<file path="src/rtl/mux_rr_arbiter_pkg.sv">
// mux_arb_pkg: shared types and helpers for the round-robin mux arbiter.
// Contents: state_t (IDLE/GRANT), sel_width/cnt_width sizing helpers,
// rr_next(ptr, mask, n) returning the first set mask index at or after ptr.
package mux_arb_pkg;
  typedef enum logic {IDLE, GRANT} state_t;
  function automatic int sel_width(input int n);
    return n > 1 ? $clog2(n) : 1;
  endfunction
  function automatic int cnt_width(input int m);
    return $clog2(m + 1);
  endfunction
  // Supports up to eight requesters; returns ptr when mask is empty.
  function automatic logic [2:0] rr_next(input logic [2:0] ptr, input logic [7:0] mask, input int n);
    logic [2:0] idx;
    logic hit;
    int j;
    idx = ptr;
    hit = 1'b0;
    for (int k = 0; k < 8; k++) begin
      j = (int'(ptr) + k) % n;
      if (k < n && !hit && mask[3'(j)]) begin
        idx = 3'(j);
        hit = 1'b1;
      end
    end
    return idx;
  endfunction
endpackage

</file>
<file path="src/rtl/mux_rr_arbiter_pick.sv">
// rr_pick: combinational requester pick, round-robin from ptr or fixed priority.
// Ports: mask[N] candidates, ptr start index, idx chosen index, any = mask nonzero.
// MUX_ARB_FIXED_PRIO_EN selects lowest-index-wins and ignores ptr.
module rr_pick
  import mux_arb_pkg::*;
#(
  parameter int N = 2,
  parameter int W = 1
) (
  input  logic [N-1:0] mask,
  input  logic [W-1:0] ptr,
  output logic [W-1:0] idx,
  output logic         any
);
  assign any = |mask;
`ifdef MUX_ARB_FIXED_PRIO_EN
  always_comb begin
    idx = '0;
    for (int i = N - 1; i >= 0; i--) if (mask[i]) idx = W'(i);
  end
`else
  logic [7:0] m8;
  assign m8  = 8'(mask);
  assign idx = W'(rr_next(3'(ptr), m8, N));
`endif
endmodule

</file>
<file path="src/rtl/mux_rr_arbiter.sv">
// mux_rr_arbiter: round-robin burst arbiter driving a registered N:1 valid/ready mux.
// Ports: clk; rst (async, active-low); req_valid/req_data/req_ready per requester
// (lane i at req_data[i*DW +: DW]); out_valid/out_data/out_ready registered output;
// sel granted index (holds after release); grant one-hot, zero while idle.
// MUX_ARB_FIXED_PRIO_EN: idle pick is the lowest valid index instead of round-robin.
module mux_rr_arbiter
  import mux_arb_pkg::*;
#(
  parameter int NREQ     = 2,
  parameter int DW       = 1,
  parameter int MAXBURST = 4
) (
  input  logic                       clk,
  input  logic                       rst,
  input  logic [NREQ-1:0]            req_valid,
  input  logic [NREQ*DW-1:0]         req_data,
  output logic [NREQ-1:0]            req_ready,
  output logic                       out_valid,
  output logic [DW-1:0]              out_data,
  input  logic                       out_ready,
  output logic [sel_width(NREQ)-1:0] sel,
  output logic [NREQ-1:0]            grant
);
  localparam int SEL_W = sel_width(NREQ);
  localparam int CNT_W = cnt_width(MAXBURST);
  state_t state, state_nxt;
  logic [SEL_W-1:0] ptr, pick;
  logic [CNT_W-1:0] cnt;
  logic [DW-1:0] lane [NREQ];
  logic any, space, acc, rel;
  for (genvar i = 0; i < NREQ; i++) begin : g_lane
    assign lane[i] = req_data[i*DW +: DW];
  end
  rr_pick #(.N(NREQ), .W(SEL_W)) u_pick (
    .mask(req_valid),
    .ptr (ptr),
    .idx (pick),
    .any (any)
  );
  // grant is zero outside GRANT, so masking it with space gives req_ready directly.
  always_comb begin
    space     = !out_valid || out_ready;
    req_ready = space ? grant : '0;
    acc       = |(req_valid & req_ready);
    rel       = state == GRANT && ((acc && cnt == CNT_W'(MAXBURST - 1)) || (space && !req_valid[sel]));
    state_nxt = state == IDLE ? (any ? GRANT : IDLE) : (rel ? IDLE : GRANT);
  end
  always_ff @(posedge clk or negedge rst)
    if (!rst) state <= IDLE;
    else state <= state_nxt;
  always_ff @(posedge clk or negedge rst)
    if (!rst) begin
      sel   <= '0;
      grant <= '0;
      ptr   <= '0;
      cnt   <= '0;
    end else if (state == IDLE) begin
      if (any) begin
        sel   <= pick;
        grant <= NREQ'(1) << pick;
        cnt   <= '0;
      end
    end else begin
      if (acc) cnt <= cnt + 1'b1;
      if (rel) begin
        grant <= '0;
        ptr   <= sel == SEL_W'(NREQ - 1) ? '0 : sel + 1'b1;
      end
    end
  always_ff @(posedge clk or negedge rst)
    if (!rst) begin
      out_valid <= 1'b0;
      out_data  <= '0;
    end else if (acc) begin
      out_valid <= 1'b1;
      out_data  <= lane[sel];
    end else if (out_ready) out_valid <= 1'b0;
endmodule

</file>
<file path="config.mk">
export PLATFORM = sky130hd
export DESIGN_NAME = mux_rr_arbiter
export DESIGN_NICKNAME = d
export VERILOG_FILES = /design/src/rtl/mux_rr_arbiter_pkg.sv /design/src/rtl/mux_rr_arbiter_pick.sv /design/src/rtl/mux_rr_arbiter.sv
export SDC_FILE = /design/constraint.sdc
export NUM_CORES = 1
export LEC_CHECK = 0
export CAP_MARGIN = 20
export CORE_AREA = 2 2 39 41
export DETAILED_ROUTE_END_ITERATION = 10
export DIE_AREA = 0 0 41 43
export MAX_ROUTING_LAYER = met4
export PLACE_DENSITY = 0.69
export SETUP_SLACK_MARGIN = 0.15
export SYNTH_ARGS = -nofsm -noshare
export SYNTH_HDL_FRONTEND = slang
export SYNTH_SLANG_ARGS = --single-unit
</file>
<file path="constraint.sdc">
create_clock -name clk -period 1.5 [get_ports clk]
set_clock_uncertainty 0.15 [all_clocks]
set_input_delay 0.3 -clock clk [delete_from_list [all_inputs] [get_ports clk]]
set_output_delay 0.3 -clock clk [all_outputs]
set_load 0.1 [all_outputs]
</file>
==> results of run 1 <==
## per-layer routing
layer  GRT usage  up-vias  part of all wire
met5           -        -                 0
met4       0.140        0             0.037
met3      0.0314        5             0.023
met2       0.288       13              0.54
met1       0.208      244              0.40
li1            -      245                 -
## final cells by class
type,count,area [um^2],share of cell area
clock buffers,4,26.3,0.0262
inverters,5,18.8,0.0187
multi-input cells,34,282,0.280
flip-flops and latches,10,265,0.264
well taps,16,20.0,0.0199
repair buffers,34,393,0.391
## what timing repair did
action,4_1_cts,5_1_grt
pin swaps,3,0
gates cloned,0,0
buffers inserted,9,1
setup endpoints to repair,14,14
resized for setup,13,3
## cell usage after synthesis
| cell type | n |
|---|---|
| nand2_1 | 8 |
| a211o_2 | 1 |
| a22oi_2 | 1 |
| a21oi_2 | 1 |
| and2_1 | 2 |
| mux2_4 | 1 |
| a21boi_0 | 1 |
| o2111ai_2 | 1 |
| inv_1 | 4 |
| dfrtp_1 | 10 |
| o21ai_0 | 1 |
| nand3_1 | 1 |
| mux2i_1 | 4 |
| o21bai_1 | 1 |
| inv_2 | 1 |
| nor2_1 | 3 |
| o21ai_2 | 1 |
| nand2b_1 | 2 |
| ha_1 | 2 |
| o22ai_1 | 1 |
| a21oi_1 | 1 |
| nor3_1 | 1 |
## flip-flops by register name, summed over array words and instances (netlist names)
signal,count
cnt,3
grant,2
out_data,1
out_valid,1
ptr,1
sel,1
state,1
## cell families after synthesis
| logic type | after synthesis | share of synthesized area |
|---|---|---|
| AO/OA/AOI/OAI | 10 | 0.169 |
| adder cells (fa/ha/maj) | 2 | 0.0489 |
| buffers and inverters | 5 | 0.0367 |
| flip-flops | 10 | 0.489 |
| multiplexers | 5 | 0.108 |
| AND/OR/NAND/NOR | 17 | 0.149 |
## worst min path at each step
stage	to	slack, ps	cells after the start
2_1_floorplan	cnt[0]$_DFFE_PN0P_	-150	0
3_3_place_gp	cnt[2]$_DFFE_PN0P_	370	2
3_5_place_dp	cnt[2]$_DFFE_PN0P_	380	2
4_1_cts	sel$_DFFE_PN0P_	160	2
5_1_grt	grant[0]$_DFFE_PN0P_	200	2
6_report	sel$_DFFE_PN0P_	170	2
## per-stage QoR
| step | hold slack (ps) | setup TNS [ps] | std cells |
|---|---|---|---|
| after CTS | 160 | -543 | 102 |
| after floorplan | -146 | -262 | 49 |
| after global placement | 365 | -2170 | 89 |
| after detailed placement | 377 | -2280 | 89 |
| after global routing | 202 | -1140 | 103 |
| final | 169 | -567 | 103 |
## worst max-delay path, cell delays in order, from the launching register on
cell and delay, ps:
dfrtp_4 480, buf_6 130, and2_4 140, buf_12 160
==> key figures, run 1 <==
Place
  – Setup WS pre-CTS: -332 ps
  – Dpl hpwl: 915 um
  – DP Area: 847 um^2
  – Gp weighted congestion: roughly 0.84
  – Number of port buffers: 13

STA
  – Least-Margin Pin Slew: 305 ps
  – Final setup violation count: 9
  – Final Cycle Share: 1.09
  – Slew margin rel.: 0.797
  – RSZ-0062 raised after global routing: true
  – Final worst setup slack: -130 ps
  – Max Freq: 614 MHz
  – Fin crit period: between 1500 and 2000 ps
  – Slew Limit Fails: 0
  – Hold Vio Cnt, Final: 0

Clock network
  – Clock Latency Late Sink: 270 ps
  – Htree depth: 1
  – CTS buffer count: 3
  – Clock sink count: 10
  – Clk root buf: clkbuf_4
  – CTS Buffer Depth: 2
  – Hold-fix buffers, CTS: 0
  – CTS tree: yes
  – Clock-pin slew on the worst setup and hold paths: 70 ps

Die
  – Die ar.: about 0.0018 mm^2
  – FP Rows: 14
  – Die width: 41 um
  – I/O pin cnt: 14
  – Starting Density: 0.370
  – Vert. Die Dim: 43 um
  – CORE AREA: 0.00138 mm^2

GRT
  – Total track usage: 0.189
  – Largest net degree at the start of global routing: 11
  – GRT overflow: 0
  – Vias in the first global route: 499
  – Antenna violations before repair: 0
  – Global-route wire length before repair: 2.05 mm

Synthesis
  – Syn avg cell area: 10.4 um^2
  – Synth area leader: dfrtp_1
  – Flip-flop and latch count after synthesis: 10
  – Cells after synthesis: about 50
  – Syn Std Cell Area: 512 um^2
  – Area contributors post-synth: dfrtp_1, mux2i_1, nand2_1, ha_1, inv_1
  – Count of cell types in the netlist: 22
  – Yosys Warn Count: 0
  – Post-synthesis sequential area ratio: 0.489
  – Post-synth net total: 58
  – Synth top area share: 0.489

Final layout
  – Commonest non-fill, non-tap cell in the layout: buf_4
  – Final #Nets: 97
  – Finished Cell Area: 0.00100 mm^2
  – Fill cells: 93
  – Layout Utilization: 0.726
  – Fraction of layout instances using a drive strength above 1: 0.575
  – Synth-to-Final Area Change: 96.3%
  – Commonest non-fill, non-tap cells in the layout: buf_4, buf_12, nand2_1, buf_6, dfrtp_1
  – Diode count: 0

Worst setup path
  – R2R depth: 5
  – R2R setup slack: -100 ps
  – Setup crit end: req_ready[0]
  – Crit end category: output port
  – Crit. Startpoint: grant[0]$_DFFE_PN0P_
  – Arr. time, crit path: about 1200 ps
  – Critical path launch point type: register
  – FF-to-FF End: ptr$_DFFE_PN0P_
  – FF-to-FF Start: out_valid$_DFFE_PN0P_
  – Crit path kind: reg -> out
  – CP Max Fanout: 2
  – Worst EP required: about 1100 ps

Drt
  – Detailed-router iteration count before antenna repair: 3
  – Final WL: around 1.3 mm
  – 1st-iter DRT viols: 4
  – Vias post-DR: 507
  – WL/cell: 13.0 um
  – Vias per std cell: approximately 4.9
  – Post-detailed-route count of antenna-violating nets: 0
  – # DRC: 0

Run status
  – Failing checks: setup timing
  – Outcome: complete, but fails checks

Worst hold path
  – Hold Path Class: in -> async

Job
  – Max Cap Violations: 0
Power of run 1 is left out: the tool's default activity adds up to more than one toggle a clock period on the data nets, which glitch-free logic cannot reach.
==> run 2, diff against run 1 <==
--- a/config.mk
+++ b/config.mk
@@ -9,7 +9,6 @@
 export CORE_AREA = 2 2 39 41
 export DETAILED_ROUTE_END_ITERATION = 10
 export DIE_AREA = 0 0 41 43
-export MAX_ROUTING_LAYER = met4
 export PLACE_DENSITY = 0.69
 export SETUP_SLACK_MARGIN = 0.15
 export SYNTH_ARGS = -nofsm -noshare
==> run 2 against run 1 <==
The flow still finishes with violations (setup timing). Non-clock buffer count stayed put. Count of clock-buffer cells in the layout unchanged. Core utilization unchanged. Highest routed layer unchanged. Fmax about the same. Critical path type unchanged. First-iteration DRC count is 25% higher.
==> key figures, run 2 (same netlist as run 1, synthesis figures left out) <==
Run status
  – Outcome: complete, but fails checks
  – Failing checks: setup timing

Final layout
  – Largest regs: cnt x3, grant x2
  – Commonest non-fill, non-tap cell in the layout: buf_4
  – Fraction of layout instances using a drive strength above 1: 0.575
  – Reg with most FFs: cnt
  – Layout Utilization: 0.726
  – Final #Nets: 97
  – Synth-to-Final Area Change: 96.3%
  – Largest register FFs: 3
  – Diode count: 0
  – Commonest non-fill, non-tap cells in the layout: buf_4, buf_12, nand2_1, buf_6, dfrtp_1

Place
  – Number of port buffers: 13
  – Dpl hpwl: slightly above 900 um
  – Gp weighted congestion: 0.828

STA
  – Least-Margin Pin Slew: 305 ps
  – Final Cycle Share: 1.09
  – Max Freq: 614 MHz
  – Final worst setup slack: -130 ps
  – Fin crit period: 1630 ps
  – RSZ-0062 raised after global routing: true
  – Setup TNS: -568 ps
  – Slew margin rel.: 0.797
  – Hold Vio Cnt, Final: 0
  – Final setup violation count: 9
  – Slew Limit Fails: 0

Die
  – Die width: 41 um
  – FP Rows: 14
  – Die ar.: 0.00176 mm^2
  – Starting Density: 0.370
  – I/O pin cnt: 14
  – Vert. Die Dim: 43 um
  – CORE AREA: 0.00138 mm^2

Worst setup path
  – CP max-delay cell: dfrtp_4
  – Worst EP required: ~1100 ps
  – Worst-path cell chain: buf_6 -> and2_4 -> buf_12
  – Critical path launch point type: register
  – Slowest Stage Delay on Critical Path: 480 ps
  – FF-to-FF Start: out_valid$_DFFE_PN0P_
  – Crit end category: output port
  – CP Max Fanout: 2
  – Crit. Startpoint: grant[0]$_DFFE_PN0P_
  – Arr. time, crit path: ~1200 ps
  – Crit path kind: reg -> out

Drt
  – Detailed-router iteration count before antenna repair: 4
  – Post-detailed-route count of antenna-violating nets: 0
  – 1st-iter DRT viols: 5
  – Final WL: 1.33 mm
  – # DRC: 0
  – Vias post-DR: 507
  – WL/cell: between 10 and 15 um
  – Vias per std cell: 4.92

GRT
  – Antenna violations before repair: 0
  – Vias in the first global route: 500
  – GRT overflow: 0
  – Global-route wire length before repair: between 2 and 2.5 mm
  – Total track usage: 0.184
  – Largest net degree at the start of global routing: 11

Worst hold path
  – Hold Path Class: in -> async

Clock network
  – Clk root buf: clkbuf_4
  – Htree depth: 1
  – Clock sink count: 10
  – CTS buffer count: 3
  – Clock Latency Late Sink: roughly 270 ps
  – CTS tree: yes
  – CTS Buffer Depth: 2
  – Clock-pin slew on the worst setup and hold paths: 70 ps

Job
  – Max Cap Violations: 0
==> run 2: what timing repair did <==
item,4_1_cts,5_1_grt
setup endpoints to repair,14,14
hold buffers,0,0
resized for setup,13,3
pin swaps,3,0
endpoints found under the hold margin,0,0
setup buffers,9,1
==> run 2: worst max-delay path, delay by kind of cell, from the launching register on <==
family,cells,cell delay [ps]
DFF,1,480
and+or+nand+nor,1,140
buffers and inverters,2,290
==> run 2: cell type report <==
class                           instances  area, um^2
Inverter                                5        18.8
Tap cell                               16        20.0
Timing Repair Buffer                   34         393
Fill cell                              93         379
Multi-Input combinational cell         34         282
Sequential cell                        10         265
Clock buffer                            4        26.3
==> run 2: routing by layer <==
layer  vias to the layer above  track usage  routed length (um)
met5                         -            0                   0
met4                         0        0.140                  47
met3                         5       0.0314                  31
met2                        13        0.288                 725
met1                       244        0.208                 530
li1                        245            -                   -
==> run 2: worst paths after layout <==
path,endpoint,slack (ps),cells after the start
max reg2reg,ptr$_DFFE_PN0P_,-100,5
max in group asynchronous,out_valid$_DFFE_PN0P_,860,2
min in group clk,cnt[1]$_DFFE_PN0P_,380,2
min reg2reg,cnt[1]$_DFFE_PN0P_,380,2
max,req_ready[0],-130,3
min,sel$_DFFE_PN0P_,170,2
==> run 2: through the flow <==
stage	worst slack (ps)	cell area (um^2)	cells	hold slack (ps)
final	-130	1000	103	169
after global routing	-157	1000	103	202
after CTS	-129	987	102	160
after detailed placement	-332	847	89	377
after global placement	-308	847	89	365
after floorplan	-97.1	544	49	-146
Power of run 2 is left out for the same reason.
==> run 3, diff against run 2 <==
--- a/config.mk
+++ b/config.mk
@@ -6,10 +6,12 @@
 export NUM_CORES = 1
 export LEC_CHECK = 0
 export CAP_MARGIN = 20
-export CORE_AREA = 2 2 39 41
+export CELL_PAD_IN_SITES_DETAIL_PLACEMENT = 0
+export CELL_PAD_IN_SITES_GLOBAL_PLACEMENT = 1
+export CORE_MARGIN = 2
+export CORE_UTILIZATION = 30
 export DETAILED_ROUTE_END_ITERATION = 10
-export DIE_AREA = 0 0 41 43
-export PLACE_DENSITY = 0.69
+export PLACE_DENSITY_LB_ADDON = 0.1
 export SETUP_SLACK_MARGIN = 0.15
 export SYNTH_ARGS = -nofsm -noshare
 export SYNTH_HDL_FRONTEND = slang
==> run 3 against run 2 <==
The flow still finishes with violations (setup timing). Final area fell by 8.1%. Via count fell by 9.7%. Register-to-register slack improved by 60 ps. Routed wire length fell by 11%. Fmax rose by 0.55%. Sequential share of layout area rose by 2.3 points. Global-route usage fell by 4.5 points. Die area rose by 16%. Critical path depth did not move. Core utilization fell by 13 points.
==> key figures, run 3 (same netlist as run 1, synthesis figures left out) <==
Run status
  – Outcome: complete, but fails checks
  – Failing checks: setup timing

Drt
  – Vias post-DR: approximately 460
  – Post-detailed-route count of antenna-violating nets: 0
  – # DRC: 0
  – Detailed-router iteration count before antenna repair: 4
  – Highest routed layer: met4
  – Final WL: 1.19 mm
  – Vias per std cell: 4.82
  – 1st-iter DRT viols: 4
  – WL/cell: 12.5 um
  – Met1 wire length: approximately 550 um
  – Routed length on met2: 570 um
  – Met3 wire len: 52 um

Final layout
  – Largest regs: cnt x3, grant x2
  – Diode count: 0
  – Commonest non-fill, non-tap cells in the layout: buf_4, nand2_1, buf_12
  – Reg with most FFs: cnt
  – Commonest non-fill, non-tap cell in the layout: buf_4
  – Fraction of layout instances using a drive strength above 1: 0.544
  – Largest register FFs: 3
  – Final #Nets: 89
  – Synth-to-Final Area Change: 80.4%
  – Non-filler cells, final: 95

Worst setup path
  – Arr. time, crit path: 1170 ps
  – Slowest Stage Delay on Critical Path: between 400 and 500 ps
  – CP top delay family: flip-flops
  – CP max-delay cell: dfrtp_4
  – R2R setup slack: -40 ps
  – Crit end category: output port
  – Crit path kind: reg -> out
  – Worst-path cell chain: buf_6 -> and2_4 -> buf_12
  – CP Max Fanout: 3
  – WP buf/inv: 2
  – Worst EP required: around 1100 ps
  – Critical path launch point type: register

STA
  – Slew margin rel.: 0.776
  – Final Cycle Share: 1.08
  – Hold_ws: 177 ps
  – Hold Vio Cnt, Final: 0
  – Least-Margin Pin Slew: 334 ps
  – Slew Limit Fails: 0
  – RSZ-0062 raised after global routing: true
  – Final worst setup slack: -121 ps
  – Setup TNS: -261 ps
  – Final setup violation count: 3
  – Max Freq: 617 MHz
  – Fin crit period: 1620 ps

Place
  – Setup WS pre-CTS: -270 ps
  – Placed instance count: 87
  – Dpl hpwl: 921 um
  – Gp weighted congestion: 0.757
  – Number of port buffers: 13

GRT
  – Total track usage: 0.139
  – Vias in the first global route: 459
  – Global-route wire length before repair: 1.96 mm
  – Antenna violations before repair: 0
  – Largest net degree at the start of global routing: 11
  – GRT overflow: 0

Die
  – FP Rows: 14
  – I/O pin cnt: 14
  – Vert. Die Dim: 45.3 um
  – Die width: ~45 um
  – Starting Density: 0.328
  – Die ar.: 0.00205 mm^2
  – CORE AREA: between 0.0015 and 0.002 mm^2

Clock network
  – Clock-pin slew on the worst setup and hold paths: 70 ps
  – Hold-fix buffers, CTS: 0
  – CTS tree: yes
  – Clock Latency Late Sink: 260 ps
  – Clock sink count: 10
  – CTS Buffer Depth: 2
  – Htree depth: 1
  – Clk root buf: clkbuf_4
  – CTS buffer count: 3

Job
  – Max Cap Violations: 0

Worst hold path
  – Hold Path Class: in -> async
==> run 3: changes by cell type in the layout (fill, tap and decap cells not counted), moves of 2 or more <==
cell / before / now
buf_4: 13 / 10
nor2_2: 2 / 0
nor2_4: 0 / 2
buf_6: 7 / 3
o21ai_2: 0 / 2
==> run 3: final timing paths <==
path	start	endpoint	cells after the start
min	rst	sel$_DFFE_PN0P_	2
min reg2reg	cnt[1]$_DFFE_PN0P_	cnt[1]$_DFFE_PN0P_	2
min in group clk	req_valid[1]	out_valid$_DFFE_PN0P_	3
max in group asynchronous	rst	out_valid$_DFFE_PN0P_	2
max reg2reg	grant[0]$_DFFE_PN0P_	ptr$_DFFE_PN0P_	4
max	grant[0]$_DFFE_PN0P_	req_ready[0]	3
==> run 3: area by class of cell <==
class	count	area, um^2
flip-flops and latches	10	265
fillers	134	636
repair buffers	26	305
well taps	16	20.0
inverters	5	18.8
clock buffers	4	26.3
multi-input cells	34	288
==> run 3: metal layers <==
metal / track usage / vias to the layer above
li1: - / 229
met1: 0.180 / 216
met2: 0.217 / 11
met3: 0.0280 / 2
met4: 0.0706 / 0
met5: 0 / -
==> run 3: timing repair <==
action | in CTS | in global routing
pin swaps | 4 | 0
gates resized for setup | 12 | 2
setup endpoints to repair | 15 | 14
setup buffers | 4 | 0
==> run 3: per-stage QoR <==
step	cell area, um^2	utilization
floorplan	544	-
global placement	832	0.534
detailed placement	832	0.534
CTS	916	0.587
global route	923	0.592
finish	923	0.592
Power of run 3 is left out for the same reason.
